## src/rtl/uart_frame_parser.sv

```systemverilog
// Frame parser behind a UART receiver: hunts SYNC, collects LEN payload bytes plus an
// XOR checksum, then streams good payloads on valid/ready and reports aborted frames.
module uart_frame_parser #(
   parameter logic [7:0] SYNC_BYTE    = 8'hAA,
   parameter int         MAX_LEN      = 16,
   parameter int         TIMEOUT_CLKS = 1000
) (
   input  logic       clk,
   input  logic       rst,
   input  logic [7:0] rx_byte,
   input  logic       rx_valid,
   input  logic       rx_error,
   output logic [7:0] out_data,
   output logic       out_valid,
   input  logic       out_ready,
   output logic       out_last,
   output logic       frame_ok,
   output logic       frame_err,
   output logic [1:0] err_code,
   output logic       overrun,
   output logic       busy
);

   localparam int ADDR_W = (MAX_LEN > 1) ? $clog2(MAX_LEN) : 1;
   localparam int DEPTH  = 1 << ADDR_W;
   localparam int TO_W   = (TIMEOUT_CLKS > 1) ? $clog2(TIMEOUT_CLKS) : 1;

   localparam logic [TO_W-1:0] TO_LAST   = TO_W'(TIMEOUT_CLKS - 1);
   localparam logic [7:0]      MAX_LEN_B = 8'(MAX_LEN);

   localparam logic [1:0] ERR_CHK     = 2'd0;
   localparam logic [1:0] ERR_LEN     = 2'd1;
   localparam logic [1:0] ERR_LINE    = 2'd2;
   localparam logic [1:0] ERR_TIMEOUT = 2'd3;

   typedef enum logic [2:0] {
      S_HUNT,
      S_GET_LEN,
      S_GET_DATA,
      S_GET_CHK,
      S_DRAIN
   } state_t;

   state_t          state_reg, state_next;
   logic [7:0]      len_reg, len_next;
   logic [7:0]      chk_reg, chk_next;
   logic [7:0]      wr_ptr_reg, wr_ptr_next;
   logic [7:0]      rd_ptr_reg, rd_ptr_next;
   logic [TO_W-1:0] to_cnt_reg, to_cnt_next;
   logic            frame_ok_reg, frame_ok_next;
   logic            frame_err_reg, frame_err_next;
   logic [1:0]      err_code_reg, err_code_next;
   logic            overrun_reg, overrun_next;
   logic            buf_we;
   logic            in_frame;
   logic            handshake;

   logic [7:0] buf_mem [DEPTH];

   // Payload store; contents need no reset because rd/wr pointers gate every use.
   always_ff @(posedge clk) begin
      if (buf_we && !rst) begin
         buf_mem[wr_ptr_reg[ADDR_W-1:0]] <= rx_byte;
      end
   end

   assign busy      = (state_reg != S_HUNT);
   assign out_valid = (state_reg == S_DRAIN);
   assign out_data  = buf_mem[rd_ptr_reg[ADDR_W-1:0]];
   assign out_last  = out_valid && (rd_ptr_reg == (len_reg - 8'd1));
   assign handshake = out_valid && out_ready;
   assign in_frame  = (state_reg == S_GET_LEN) || (state_reg == S_GET_DATA) ||
                      (state_reg == S_GET_CHK);

   assign frame_ok  = frame_ok_reg;
   assign frame_err = frame_err_reg;
   assign err_code  = err_code_reg;
   assign overrun   = overrun_reg;

   always_comb begin
      state_next     = state_reg;
      len_next       = len_reg;
      chk_next       = chk_reg;
      wr_ptr_next    = wr_ptr_reg;
      rd_ptr_next    = rd_ptr_reg;
      frame_ok_next  = 1'b0;
      frame_err_next = 1'b0;
      err_code_next  = err_code_reg;
      overrun_next   = 1'b0;
      buf_we         = 1'b0;
      // Idle gap counter: any strobe restarts it, and it only runs inside a frame.
      to_cnt_next    = (in_frame && !rx_valid && !rx_error) ? to_cnt_reg + TO_W'(1) : '0;

      unique case (state_reg)
         S_HUNT: begin
            if (rx_valid && rx_byte == SYNC_BYTE) begin
               state_next = S_GET_LEN;
            end
         end

         S_GET_LEN, S_GET_DATA, S_GET_CHK: begin
            if (rx_error) begin
               state_next     = S_HUNT;
               frame_err_next = 1'b1;
               err_code_next  = ERR_LINE;
            end else if (rx_valid) begin
               if (state_reg == S_GET_LEN) begin
                  if (rx_byte == 8'd0 || rx_byte > MAX_LEN_B) begin
                     state_next     = S_HUNT;
                     frame_err_next = 1'b1;
                     err_code_next  = ERR_LEN;
                  end else begin
                     len_next    = rx_byte;
                     chk_next    = rx_byte;
                     wr_ptr_next = 8'd0;
                     state_next  = S_GET_DATA;
                  end
               end else if (state_reg == S_GET_DATA) begin
                  buf_we      = 1'b1;
                  chk_next    = chk_reg ^ rx_byte;
                  wr_ptr_next = wr_ptr_reg + 8'd1;
                  if ((wr_ptr_reg + 8'd1) == len_reg) begin
                     state_next = S_GET_CHK;
                  end
               end else begin
                  if (rx_byte == chk_reg) begin
                     state_next    = S_DRAIN;
                     frame_ok_next = 1'b1;
                     rd_ptr_next   = 8'd0;
                  end else begin
                     state_next     = S_HUNT;
                     frame_err_next = 1'b1;
                     err_code_next  = ERR_CHK;
                  end
               end
            end else if (to_cnt_reg == TO_LAST) begin
               state_next     = S_HUNT;
               frame_err_next = 1'b1;
               err_code_next  = ERR_TIMEOUT;
               to_cnt_next    = '0;
            end
         end

         S_DRAIN: begin
            // Receiver keeps running while we drain; those bytes are lost, SYNC included.
            overrun_next = rx_valid;
            if (handshake) begin
               rd_ptr_next = rd_ptr_reg + 8'd1;
               if (out_last) begin
                  state_next = S_HUNT;
               end
            end
         end

         default: begin
            state_next = S_HUNT;
         end
      endcase
   end

   always_ff @(posedge clk) begin
      if (rst) begin
         state_reg     <= S_HUNT;
         len_reg       <= 8'd0;
         chk_reg       <= 8'd0;
         wr_ptr_reg    <= 8'd0;
         rd_ptr_reg    <= 8'd0;
         to_cnt_reg    <= '0;
         frame_ok_reg  <= 1'b0;
         frame_err_reg <= 1'b0;
         err_code_reg  <= 2'd0;
         overrun_reg   <= 1'b0;
      end else begin
         state_reg     <= state_next;
         len_reg       <= len_next;
         chk_reg       <= chk_next;
         wr_ptr_reg    <= wr_ptr_next;
         rd_ptr_reg    <= rd_ptr_next;
         to_cnt_reg    <= to_cnt_next;
         frame_ok_reg  <= frame_ok_next;
         frame_err_reg <= frame_err_next;
         err_code_reg  <= err_code_next;
         overrun_reg   <= overrun_next;
      end
   end

endmodule

```

## config.mk

```make
export PLATFORM = sky130hd
export DESIGN_NAME = uart_frame_parser
export DESIGN_NICKNAME = d
export VERILOG_FILES = /design/src/rtl/uart_frame_parser.sv
export SDC_FILE = /design/constraint.sdc
export NUM_CORES = 1
export LEC_CHECK = 0
export CORE_AREA = 2 2 130 132
export DETAILED_ROUTE_END_ITERATION = 12
export DIE_AREA = 0 0 132 134
export GPL_TIMING_DRIVEN = 0
export PLACE_DENSITY_LB_ADDON = 0.15
export SLEW_MARGIN = 20
export SYNTH_ARGS = -nofsm -noshare
export SYNTH_HDL_FRONTEND = slang
export SYNTH_SLANG_ARGS = --single-unit
export TNS_END_PERCENT = 10
```

## constraint.sdc

```tcl
create_clock -name clk -period 2.95 [get_ports clk]
set_input_delay 0.295 -clock clk [delete_from_list [all_inputs] [get_ports clk]]
set_output_delay 0.295 -clock clk [all_outputs]
set_load 0.02 [all_outputs]
```

# After elaboration in Yosys (flattened, before gate mapping)
# Memory sizes are Yosys's and may differ from the RTL's. A register that Yosys moved wholly into a read port is not among the register bits.
# Index checks and enable logic that the tools add are counted.
op_classes:
  addsub: 4
  mul: 0
  div: 0
  n_lt_le_gt_ge: 1
  n_eq_ne: 23
  shifts: 0
  mux: 54
  bitwise_logic: 6
  reduce_logical: 27
ops:
  columns: ["operator", "n"]
  rows:
  - ["$mux 8", 12]
  - ["$mux 10", 5]
  - ["$mux 3", 10]
  - ["$eq 8x8->1", 3]
  - ["$reduce_and 5->1", 4]
  - ["$add 8x1->8 const B", 2]
  - ["$mux 2", 8]
  - ["$pmux 8 s2", 1]
  - ["$mux 1", 15]
  - ["$ne 2x2->1 const B", 7]
  - ["$ne 4x4->1 const B", 3]
  - ["$add 10x1->10 const B", 1]
  - ["$eq 10x10->1 const B", 1]
  - ["$pmux 3 s3", 1]
  - ["$eq 8x8->1 const B", 1]
  - ["$gt 8x5->1 const B", 1]
  - ["$logic_not 8->1", 1]
  - ["$mux 4", 2]
  - ["$sub 8x1->8 const B", 1]
  - ["$xor 8x8->8", 1]
  - ["$reduce_and 7->1", 1]
  - ["$eq 3x2->1 const B", 2]
  - ["$logic_and 1x1->1", 6]
  - ["$ne 6x6->1 const B", 1]
  - ["13 further kinds", 25]
word_totals:
  regBits: 50
  latch_bits: 0
  mem_bits_rw: 128
  mem_bits_ro: 0
  input_bits: 13
  output_inout_bits: 16
  word_cells: 126
  n_memories: 1
memory_table:
  columns: ["memory", "words", "width", "rd", "rd_clocked_by_memory_dff", "write_ports", "line", "text"]
  rows:
  - ["buf_mem", 16, 8, 1, 1, 1, "58", "logic [7:0] buf_mem [DEPTH];"]

# Depth between registers and ports, before layout
depth:
  depth_word: 10
  depth_mapped: 9

# Least setup slack after synthesis
# Ideal clock, no wire load.
synth_path:
  kind: "register -> output"
  from: "reg len_reg[0]"
  to: "out out_last"
  arrival_ns: 2.310
  slack_ns: 0.345
  stages_incl_launch_ff: 9
  path_cell_list: "dfxtp_1 -> buf_2 -> inv_1 -> ha_1 -> xor2_1 -> o2111ai_1 -> a211o_2 -> or4_2 -> nor2_1"
synth_between:
  elab_chain_len: 3
synth_lines:
  columns: ["item", "line", "text"]
  rows:
  - ["start: declaration", "45", "logic [7:0] len_reg, len_next;"]
  - ["start signal: assignment", "175", "len_reg <= len_next;"]
  - ["$sub 8x1->8", "70", "assign out_last = out_valid && (rd_ptr_reg == (len_reg - 8'd1));"]
  - ["$eq 8x8->1", "70", null]
  - ["$logic_and 1x1->1", "70", null]
  - ["end: declaration", "16", "output logic out_last,"]
# Every way passes these cells.

# Worst setup path in the final report
# Same ends and word-level chain as after synthesis.

==> results.sh <==
export IMPL_status="finished, final reports clean"
export IMPL_synthArstFlopShare_pct=0
export IMPL_critical_path_class="flop to output pin"
export IMPL_dieArea_sq_mm=0.0177
export IMPL_slew_limit_headroom_pct=38.6
export IMPL_gp_congestion=0.821
export IMPL_final_period_utilization_pct=98.0
export IMPL_fin_crit_ns=2.89
export IMPL_power_mw=5.23
export IMPL_insertedDiodeCount=0
export IMPL_synth_edf_count=128
export IMPL_worstPathArrival_ns=2.60
export IMPL_cts_htree_levels=4
export IMPL_nets=643
export IMPL_final_common_cell="edfxtp_1"
export IMPL_synthesis_area_sq_mm=0.00798
export IMPL_p_sw_share_pct=20.1
export IMPL_cell_internal_pwr_mw=4.18
export IMPL_dp_slack_ns=-0.545
export IMPL_vdd_drop_max_v=0.000386
export IMPL_syn_nets=597
export IMPL_core_sq_mm=0.0163
export IMPL_crit_required_ns=2.65
export IMPL_clkTransAtPathRegs_ns=0.07
export IMPL_clk_latency_ns=0.42
export IMPL_syn_inst=577
export IMPL_initial_utilization_pct=49.0
export IMPL_ys_seq_area_share_pct=61.7
export IMPL_final_seq_area_sq_mm=0.00493
export IMPL_fin_util_pct=57.0
export IMPL_worstMarginPinSlew_ns=0.918
export IMPL_slew_violations=0
export IMPL_ys_flop_type="edfxtp_1"
export IMPL_max_freq_mhz=346
export IMPL_critPathMaxFanout=7
export IMPL_max_cap_violations=0
export IMPL_rsz0062_at_grt="yes"
export IMPL_drive_above_1_share_pct=18.4
export IMPL_share_comb_of_total_power_pct=1.9
export IMPL_start_kind="flop"
export IMPL_cts_buffers=17
export IMPL_antenna_found_initial=0
export IMPL_wl_per_cell_um=20.3
export IMPL_crit_path_frequent_cell="buf_6"
export IMPL_drt_initial_drc_count=362
export IMPL_layout_setup_ws_ns=0.0597
export IMPL_cp_slowest_cell="or4_4"
export IMPL_cts_tree="done"
export IMPL_final_cells=856
export IMPL_hold_buffers=0
export IMPL_holdWs_ns=0.252
export IMPL_portBuffers=27
export IMPL_first_pass_iters=5
export IMPL_ys_ff_latch=182
export IMPL_cts_buffer_depth=2
export IMPL_dp_hpwl_um=11700
export IMPL_multi_input_area_sq_mm=0.00291
export IMPL_fill_cells=1316
export IMPL_die_h_um=134
export IMPL_clockRootBuffer="clkbuf_16"
export IMPL_routed_wl_um=17400
export IMPL_cts_num_sinks=182
export IMPL_dp_cells=824
export IMPL_hold_viol=0
export IMPL_syn_avg_cell_area_sq_um=13.8
export IMPL_sequentialPowerShare_pct=52.2
export IMPL_grt_pass1_wl_um=27700
export IMPL_powerDensity_mw_per_mm2=563
export IMPL_p_sw_mw=1.05
export IMPL_gr_total_overflow=0
export IMPL_largest_reg_flops=128
export IMPL_syn_to_final_growth_pct=16.4
export IMPL_dieWidth_um=132
export IMPL_crit_chain="buf_6, inv_1, ha_1, xor2_1, o2111ai_1, a211o_2, or4_4, nor2_4, buf_6"
export IMPL_p_leak_nw=3.10
export IMPL_p_clk_share_pct=45.9
export IMPL_final_cell_mix="128 x edfxtp_1, 50 x dfxtp_1, 41 x nor2_1, 40 x mux4_2"
export IMPL_rows=47
export IMPL_yosysWarnings=0
export IMPL_first_global_vias=5047
export IMPL_hp_class="primary input to flop"
export IMPL_drc=0
export IMPL_cp_end_kind="output pin"
export IMPL_grt_max_degree=22
export IMPL_vias=4927
export IMPL_yosysUniqueCellTypes=69
export IMPL_track_usage_pct=20.8
export IMPL_setup_viol=0
export IMPL_critical_path_max_stage_delay_ns=0.55
export IMPL_via_per_inst=5.76
export IMPL_fin_worst_skew_ns=0.00778
export IMPL_boundaryPins=29
export IMPL_ant_nets=0
==> cell usage after synthesis, types with 2 or more instances <==
master	n	area (sq um)
nand2b_1	8	50.1
nor3_1	23	115
mux4_2	40	901
o32ai_1	8	70.1
nand3_1	9	45.0
or3_1	5	31.3
o211ai_1	2	15.0
buf_1	6	22.5
ha_1	7	87.6
o2111ai_1	4	35.0
nor4_1	3	18.8
o21ai_0	13	65.1
edfxtp_1	128	3840
nand2_1	28	105
and3_1	9	56.3
clkbuf_1	19	71.3
buf_2	5	25.0
o21a_1	2	15.0
mux2i_1	5	50.1
nand4_1	6	37.5
inv_1	19	71.3
or3b_2	2	17.5
nor2b_1	7	43.8
nor2_1	49	184
and4_1	2	17.5
a22oi_1	3	22.5
a211oi_1	2	15.0
a31oi_1	2	12.5
o31a_1	3	26.3
a21oi_1	28	140
nand4b_1	2	17.5
or2_2	2	12.5
dfxtp_1	54	1080
xnor2_1	21	184
xor2_1	17	149
==> worst max-delay path, delay by kind of cell, from the launching register on <==
| kind | cells | cell delay [ns] |
|---|---|---|
| fa+ha+maj | 1 | 0.29 |
| buf+inv | 3 | 0.29 |
| compound gates | 2 | 0.45 |
| flops | 1 | 0.32 |
| simple gates | 2 | 0.67 |
| xor+xnor | 1 | 0.15 |
==> cells by family after synthesis <==
logic type	Yosys count	share of synthesized area, %
DFF	182	61.7
muxes	46	12.1
and+or+nand+nor	165	10.5
adders and majority gates	7	1.10
AOI/OAI and AO/OA	88	7.82
xor gates and xnor gates	38	4.17
buffers and inverters	51	2.62
==> layer usage <==
metal | wire [um] | track usage, % | share of wire, % | vias to the layer above
met5 | 0 | 0 | 0 | -
li1 | - | - | - | 2309
met4 | 395 | 8.33 | 2.3 | 0
met2 | 8620 | 34.6 | 50 | 129
met3 | 794 | 4.23 | 4.6 | 23
met1 | 7560 | 27.1 | 43 | 2466
==> power by group through the flow <==
stage | clock network, mW | registers, mW | logic [mW]
after floorplan | 0 | 2.79 | 0.0322
after global placement | 0 | 2.79 | 0.0983
after detailed placement | 0 | 2.79 | 0.101
after CTS | 2.42 | 2.73 | 0.102
after global routing | 2.53 | 2.73 | 0.111
final | 2.40 | 2.73 | 0.101
==> stage by stage <==
step | setup TNS, ns | instance area, sq um
floorplan | 0 | 7980
global placement | -49.85 | 8530
detailed placement | -45.49 | 8550
CTS | -1.26 | 9200
global route | -2.22 | 9290
finish | 0 | 9290
==> what timing repair did <==
| action | CTS | global route |
|---|---|---|
| endpoints found under the setup margin | 12 | 116 |
| pin swaps | 1 | 3 |
| resized for setup | 30 | 33 |
| buffers inserted | 0 | 1 |
==> worst paths after layout <==
path,from,end,slack (ns),cells past startpoint
min reg2reg,err_code[0]$_SDFFE_PP0P_,err_code[0]$_SDFFE_PP0P_,0.46,2
max reg2reg,wr_ptr_reg[0]$_SDFFE_PP0P_,state_reg[1]$_SDFFE_PP0P_,0.18,8
max,len_reg[0]$_SDFFE_PP0P_,out_last,0.06,9
min,rst,frame_ok$_SDFF_PP0_,0.25,2
==> cell type report <==
type	count	share of cell area, %
Inverter	19	0.767
Sequential cell	182	53.1
Tap cell	220	2.96
Buffer	31	1.87
Clock inverter	15	2.14
Timing Repair Buffer	28	3.33
Clock buffer	17	4.58
Multi-Input combinational cell	344	31.3
(Power assumes the default switching activity.)
